`src/rtl/ber_frame_monitor.sv`:
```
// Frame-based bit-error monitor for the OFDM RX output stream. Counts bit errors per frame
// against a time-aligned reference and recommends QAM/QPSK from the per-frame results.
module ber_frame_monitor #(
  parameter int unsigned FRAME_SYM = 96,
  parameter int unsigned UP_FRAMES = 4,
  parameter int unsigned DN_ERR    = 8
) (
  input  logic        CLK_I,
  input  logic        RST_I,
  input  logic [3:0]  DAT_I,
  input  logic [3:0]  REF_I,
  input  logic        CYC_I,
  input  logic        STB_I,
  input  logic        WE_I,
  input  logic        QAM,
  input  logic        QPSK,
  output logic        ACK_O,
  output logic [9:0]  ERR_CNT,
  output logic [9:0]  CORR_CNT,
  output logic        FRM_DONE,
  output logic        FRM_ABORT,
  output logic [15:0] FRM_CNT,
  output logic        HIGH_REQ,
  output logic        LOW_REQ
);

  localparam int unsigned SymW   = $clog2(FRAME_SYM + 1);
  localparam int unsigned CleanW = $clog2(UP_FRAMES + 1);

  typedef enum logic [1:0] {StIdle, StRun, StDone} state_e;

  state_e            r_state;
  logic              r_mode_qam;
  logic [SymW-1:0]   r_sym_cnt;
  logic [9:0]        r_err_acc;
  logic [9:0]        r_corr_acc;
  logic [CleanW-1:0] r_clean_cnt;

  logic              w_beat;
  logic [3:0]        w_diff;
  logic [2:0]        w_beat_err;
  logic [2:0]        w_beat_corr;
  logic              w_last_beat;
  logic [CleanW-1:0] w_clean_nxt;

  always_comb begin
    w_beat      = (r_state == StRun) & CYC_I & STB_I & WE_I;
    // QPSK symbols only carry information in the two low bits
    w_diff      = (DAT_I ^ REF_I) & (r_mode_qam ? 4'hF : 4'h3);
    w_beat_err  = 3'(w_diff[0]) + 3'(w_diff[1]) + 3'(w_diff[2]) + 3'(w_diff[3]);
    w_beat_corr = (r_mode_qam ? 3'd4 : 3'd2) - w_beat_err;
    w_last_beat = (r_sym_cnt == SymW'(FRAME_SYM - 1));
    w_clean_nxt = r_clean_cnt + CleanW'(1);
  end

  always_ff @(posedge CLK_I) begin
    if (!RST_I) begin
      r_state     <= StIdle;
      r_mode_qam  <= 1'b0;
      r_sym_cnt   <= '0;
      r_err_acc   <= '0;
      r_corr_acc  <= '0;
      r_clean_cnt <= '0;
      ACK_O       <= 1'b0;
      ERR_CNT     <= '0;
      CORR_CNT    <= '0;
      FRM_DONE    <= 1'b0;
      FRM_ABORT   <= 1'b0;
      FRM_CNT     <= '0;
      HIGH_REQ    <= 1'b0;
      LOW_REQ     <= 1'b1;
    end else begin
      ACK_O     <= w_beat;
      FRM_DONE  <= 1'b0;
      FRM_ABORT <= 1'b0;
      case (r_state)
        StIdle: begin
          if (CYC_I && (QAM || QPSK)) begin
            r_state    <= StRun;
            r_mode_qam <= QAM;
            r_sym_cnt  <= '0;
          end
        end
        StRun: begin
          if (!CYC_I) begin
            FRM_ABORT  <= 1'b1;
            r_err_acc  <= '0;
            r_corr_acc <= '0;
            r_sym_cnt  <= '0;
            r_state    <= StIdle;
          end else if (w_beat) begin
            r_err_acc  <= r_err_acc + {7'd0, w_beat_err};
            r_corr_acc <= r_corr_acc + {7'd0, w_beat_corr};
            r_sym_cnt  <= r_sym_cnt + SymW'(1);
            if (w_last_beat) r_state <= StDone;
          end
        end
        StDone: begin
          ERR_CNT    <= r_err_acc;
          CORR_CNT   <= r_corr_acc;
          FRM_DONE   <= 1'b1;
          FRM_CNT    <= FRM_CNT + 16'd1;
          r_err_acc  <= '0;
          r_corr_acc <= '0;
          r_sym_cnt  <= '0;
          r_state    <= StIdle;
          if (!r_mode_qam) begin
            if (r_err_acc == '0) begin
              if (w_clean_nxt == CleanW'(UP_FRAMES)) begin
                HIGH_REQ    <= 1'b1;
                LOW_REQ     <= 1'b0;
                r_clean_cnt <= '0;
              end else begin
                r_clean_cnt <= w_clean_nxt;
              end
            end else begin
              r_clean_cnt <= '0;
            end
          end else if (r_err_acc > 10'(DN_ERR)) begin
            LOW_REQ     <= 1'b1;
            HIGH_REQ    <= 1'b0;
            r_clean_cnt <= '0;
          end
        end
        default: r_state <= StIdle;
      endcase
    end
  end

endmodule

```
`config.mk`:
```
export PLATFORM = sky130hd
export DESIGN_NAME = ber_frame_monitor
export DESIGN_NICKNAME = d
export VERILOG_FILES = /design/src/rtl/ber_frame_monitor.sv
export SDC_FILE = /design/constraint.sdc
export NUM_CORES = 1
export LEC_CHECK = 0
export ABC_CLOCK_PERIOD_IN_PS = 9500
export CAP_MARGIN = 20
export CORE_MARGIN = 2
export CORE_UTILIZATION = 58
export DETAILED_ROUTE_END_ITERATION = 8
export GPL_ROUTABILITY_DRIVEN = 0
export GPL_TIMING_DRIVEN = 0
export PLACE_DENSITY = 0.85
export SLEW_MARGIN = 15
export SYNTH_ARGS = -nofsm -noshare
export SYNTH_HDL_FRONTEND = slang
export SYNTH_SLANG_ARGS = --single-unit
```
`constraint.sdc`:
```
create_clock -name CLK_I -period 9.5 [get_ports CLK_I]
set_input_delay 1.425 -clock CLK_I [delete_from_list [all_inputs] [get_ports CLK_I]]
set_output_delay 1.425 -clock CLK_I [all_outputs]
set_load 0.005 [all_outputs]
```
# Yosys cells after proc, flatten, opt, wreduce, memory -nomap -nowiden
# Index checks and enable logic that the tools add are counted.
# W data, S select, Z words.
# op_classes
reduce_logical	15
add_sub_neg	9
bitwise_logic	5
n_div	0
eq_ne	8
multipliers	0
shifts	0
n_mux	31
n_lt_le_gt_ge	1
# ops
operator	n
$mux W10	4
$pmux W10 S2	2
$mux W7	3
$pmux W7 S3	1
$add A10 B3 Y10	2
$add A16 B1 Y16 const B	1
$mux W3	5
$gt A10 B4 Y1 const B	1
$logic_not A10 Y1	1
$mux W1	10
$mux W2	4
$reduce_and A2 Y1	4
$add A7 B1 Y7 const B	1
$eq A7 B7 Y1 const B	1
$ne A3 B3 Y1 const B	2
$reduce_and A3 Y1	2
$reduce_bool A2 Y1	3
$and A4 B4 Y4	1
$mux W4	1
$pmux W2 S2	1
$reduce_and A4 Y1	1
$xor A4 B4 Y4	1
$add A2 B1 Y3	1
$add A3 B1 Y3	1
13 further kinds	15
# word_totals
ram_bits	0
word_cells	83
reg_bits	74
latchBits	0
out_inout_bits	41
mem_bits_ro	0
inputBits	15
n_memories	0

# Logic depth before layout (Yosys ltp)
# depth
ltp_word	10
ltp_mapped	16
mapped_depth_nobuf	16

# Worst setup path before layout
# Ideal clock, no wire load.
# synth_path
path_type	in2reg
from	input port REF_I[1]
to	register r_corr_acc[6]
n_path_buf	0
stages	16
arrival_ns	4.464
path_slack_ns	4.908
required_time_ns	9.372
setup_ns	0.128
path_cell_list	xor2_1 -> inv_1 -> fa_1 -> inv_1 -> ha_1 -> ha_1 -> xor2_1 -> ha_1 -> nor3b_1 -> a21oi_1 -> xnor2_1 -> ha_1 -> a21oi_1 -> a2111oi_0 -> xnor2_1 -> nor2_1
# synth_between
elab_chain_cells	10
# synth_rtl
item	line	text
from (decl)	11	input logic [3:0] REF_I,
$xor A4 B4 Y4	49	w_diff = (DAT_I ^ REF_I) & (r_mode_qam ? 4'hF : 4'h3);
$and A4 B4 Y4	49	
$add A1 B1 Y2	50	w_beat_err = 3'(w_diff[0]) + 3'(w_diff[1]) + 3'(w_diff[2]) + 3'(w_diff[3]);
$add A2 B1 Y3	50	
$add A3 B1 Y3	50	
$sub A3 B3 Y3	51	w_beat_corr = (r_mode_qam ? 3'd4 : 3'd2) - w_beat_err;
$add A10 B3 Y10	93	r_corr_acc <= r_corr_acc + {7'd0, w_beat_corr};
$mux W10	91	end else if (w_beat) begin
$mux W10	85	if (!CYC_I) begin
$pmux W10 S2	76	case (r_state)
to (signal assigned)	93	
to (decl)	36	logic [9:0] r_corr_acc;
# No other way between the ends. The select of a mux whose other input is x is not followed.
# A chain may end at the register's enable or synchronous reset.

# Worst setup path after layout
# layout_path
from	input port DAT_I[1]
to	register r_corr_acc[9]
# layout_between
elab_chain_cells	10
# layout_rtl
item	line	text
from (decl)	10	input logic [3:0] DAT_I,
$xor A4 B4 Y4	49	
$and A4 B4 Y4	49	
$add A1 B1 Y2	50	
$add A2 B1 Y3	50	
$add A3 B1 Y3	50	
$sub A3 B3 Y3	51	
$add A10 B3 Y10	93	
$mux W10	91	
$mux W10	85	
$pmux W10 S2	76	
# No other way between the ends. The select of a mux whose other input is x is not followed.

==> run metrics <==
Critical-path top delay cell=or4_1; die width=83 um; P per Cell Area=170 nW/um^2; final wirelength=8540 um; CTS tree=built; via count=3264; WP data arrival=5.37 ns; post-synthesis mux area share=0.0636; # IOs=56; clock root cell=clkbuf_8; first-pass GRT wire length=14400 um; main combinational cell family by area after synthesis=simple AND/OR/NAND/NOR gates; Area Growth Syn to Fin=22.8%; setup bufs post-CTS=0; row count=28; Top cell by count, worst path=ha_1; CP Depth=16; DPL Wire Length=6170 um; Cells after Synth=399; Seq/Total Area, Yosys=0.409; Setup crit end kind=flop; IO buf count=54; Syn Nets=434; CP cell instances=clkdlybuf4s50_1 -> xor2_1 -> inv_1 -> fa_1 -> inv_1 -> ha_1 -> ha_1 -> xor2_1 -> ha_1 -> nor3b_1 -> a21oi_1 -> xnor2_1 -> ha_1 -> a21oi_1 -> or4_1 -> a21oi_1; synth unique cells=52; initial antenna violation count=0; Power, Total=0.755 mW; worst r2r src=r_mode_qam; worst-margin pin slew=0.791 ns; Ant. Diodes=0; clock sink total=74; Seq cells post-synth=74; element type at the critical path start=input port; DR vias/cell=6.02; Nets=499; Reg-to-Reg End=r_corr_acc[9]; Clock Latency Late Sink=0.34 ns; DRT Pass-1 Iters=5; achievable frequency=196 MHz; CTS resizes=0; critical setup path kind=in2reg; die area=6890 um^2; CORE AREA=5990 um^2; post-synthesis adder-cell area fraction=0.0754; Synth Area in XOR/XNOR=0.0532; vias in the first global route=3095; largest net degree at the start of global routing=12; RSZ-0062 raised after global routing=false; Worst VDD drop=0.000111 V; Synth Flop Type=dfxtp_1; gr ovfl total=0; crit path from=DAT_I[1]; worst path buffer plus inverter count=3; Routed wire per std cell=15.8 um; GR Util All Layers=0.253; flop-to-flop setup slack=5.40 ns; LEAKAGE=1.62 nW; starting density of the core=0.604; syn avg cell area=9.07 um^2; hold-fix buffer count after cts=0; Hold Crit Class=reg2reg; critical path's largest stage delay=0.52 ns; mapped cell area=3620 um^2; R2R cell count=15; final setup fails=0; remaining antenna violation count=0; Top delay family on crit path=adder cells; Worst Skew=0.00730 ns; H-Tree Depth=3; Syn. warnings=0; CP Max Fanout=8; Tcrit/Tclk final=0.537; maxcap violations=0; Compound-Gate Fraction of Synth Area=0.157; Post-synth EDFFs=0; final count of pins violating max slew=0; end of the critical path=r_corr_acc[9]; relative slew slack=0.473; Max clock buf depth=2; Num CTS Buffers=9; clock-pin slew on the worst setup and hold paths=0.07 ns; Simple-Gate Fraction of Synth Area=0.202; FFs w/ async S/R, synth=0; setup TNS=0 ns; ratio of cells with drive above 1 in the final layout=0.0642; die height=83 um; DRC=0; outcome=complete, no violations; Worst Path Required=9.77 ns; Iter 0 DRT Violations=238; endpoints failing hold=0; crit path time final=5.10 ns
## through the flow
stage	util	cell area, um^2	std cells	hold WS, ns	worst slack (ns)
after floorplan	-	3620	399	0.452	4.91
after global placement	0.710	4250	528	0.452	4.21
after detailed placement	0.710	4250	528	0.459	4.13
after CTS	0.742	4450	542	0.477	4.47
after global routing	0.742	4450	542	0.499	4.17
final	0.742	4450	542	0.474	4.40
## logic make-up after synthesis
group,after synthesis
simple gates,144
compound gates,82
flops,74
buf+inv,34
mux,23
xor+xnor,22
fa+ha+maj,20
## worst min path at each step
stage               cells after the start             to           from  slack, ns
global placement                        1       HIGH_REQ       HIGH_REQ       0.45
global route                            1       HIGH_REQ       HIGH_REQ       0.50
detailed placement                      1       HIGH_REQ       HIGH_REQ       0.46
CTS                                     1       HIGH_REQ       HIGH_REQ       0.48
finish                                  2        LOW_REQ        LOW_REQ       0.47
floorplan                               2  r_corr_acc[9]  r_corr_acc[9]       0.45
## where the power goes
part	switching, mW	internal [mW]	total (mW)
sequential	0.00771	0.319	0.327
clock	0.112	0.133	0.245
combinational	0.112	0.0719	0.184
total	0.232	0.524	0.755
## layer usage
layer	wire length, um	up-vias	GRT usage
li1	-	1564	-
met4	170	0	0.115
met5	0	-	0
met1	3720	1557	0.324
met3	450	20	0.0398
met2	4200	123	0.419
## state kept, by name, indices dropped and copies added (netlist names), 2 cells and up
register     cells
r_clean_cnt      3
CORR_CNT        10
FRM_CNT         16
r_corr_acc      10
r_sym_cnt        7
ERR_CNT         10
r_err_acc       10
r_state          2
## cell usage after synthesis, types with 2 or more instances
master / number / area [um^2]
dfxtp_1: 74 / 1480
and3_1: 3 / 18.8
a21bo_2: 2 / 20.0
a31o_2: 2 / 17.5
fa_1: 3 / 60.1
nor4_1: 7 / 43.8
a31oi_1: 2 / 12.5
nand2_1: 17 / 63.8
a32oi_1: 2 / 17.5
a211oi_1: 2 / 15.0
mux2i_1: 23 / 230
and2_1: 4 / 25.0
a22oi_1: 5 / 37.5
nor2_1: 54 / 203
inv_1: 17 / 63.8
buf_2: 5 / 25.0
o31a_1: 2 / 17.5
nor3_1: 8 / 40.0
ha_1: 17 / 213
o31ai_1: 9 / 67.6
a21oi_1: 23 / 115
nor3b_1: 2 / 15.0
nand4_1: 11 / 68.8
xor2_1: 9 / 78.8
or4_1: 7 / 52.6
clkbuf_1: 10 / 37.5
nand2b_1: 8 / 50.1
a21o_1: 5 / 37.5
o21ai_0: 12 / 60.1
o21a_1: 4 / 30.0
a2111oi_0: 2 / 17.5
xnor2_1: 13 / 114
nand3_1: 11 / 55.1
or3_1: 6 / 37.5
## cell usage in the layout (no fill, tap or decap), types with 2 or more instances in the layout
cell / netlist / routed
a32oi_1: 2 / 2
clkbuf_8: 0 / 11
o21ai_0: 12 / 12
xor2_1: 9 / 9
buf_2: 5 / 5
fa_1: 3 / 3
nor3_1: 8 / 8
o31a_1: 2 / 2
nor4_1: 7 / 7
or4_1: 7 / 7
clkbuf_1: 10 / 11
a21bo_2: 2 / 2
dfxtp_1: 74 / 74
nand2_1: 17 / 17
mux2i_1: 23 / 23
and2_1: 4 / 4
nand4_1: 11 / 11
xnor2_1: 13 / 13
a211oi_1: 2 / 2
a31o_2: 2 / 2
nand2b_1: 8 / 8
inv_1: 17 / 17
o31ai_1: 9 / 9
or3_1: 6 / 6
clkdlybuf4s50_1: 0 / 54
a21oi_1: 23 / 23
and3_1: 3 / 3
nand3_1: 11 / 11
a22oi_1: 5 / 5
nor3b_1: 2 / 2
o21a_1: 4 / 4
a31oi_1: 2 / 2
ha_1: 17 / 17
nor2_1: 54 / 54
a2111oi_0: 2 / 2
a21o_1: 5 / 5
## layout make-up
| type | count | area (um^2) |
|---|---|---|
| clock buffer | 12 | 155 |
| fill | 435 | 1540 |
| inverter | 18 | 67.6 |
| clock inverter | 2 | 37.5 |
| multi-input combinational | 291 | 2000 |
| timing repair buffer | 54 | 541 |
| buffer | 16 | 73.8 |
| tap | 75 | 93.8 |
| sequential | 74 | 1480 |
## worst reg2reg max path, cell delays in order (launching register included)
cell      delay (ns)
dfxtp_1         0.31
clkbuf_1        0.39
nand2_1         0.13
fa_1            0.51
inv_1           0.05
ha_1            0.19
ha_1            0.34
xor2_1          0.17
ha_1            0.24
nor3b_1         0.21
a21oi_1         0.08
xnor2_1         0.17
ha_1            0.35
a21oi_1         0.21
or4_1           0.52
a21oi_1         0.16
No activity file was read; power rests on OpenSTA's default activity.
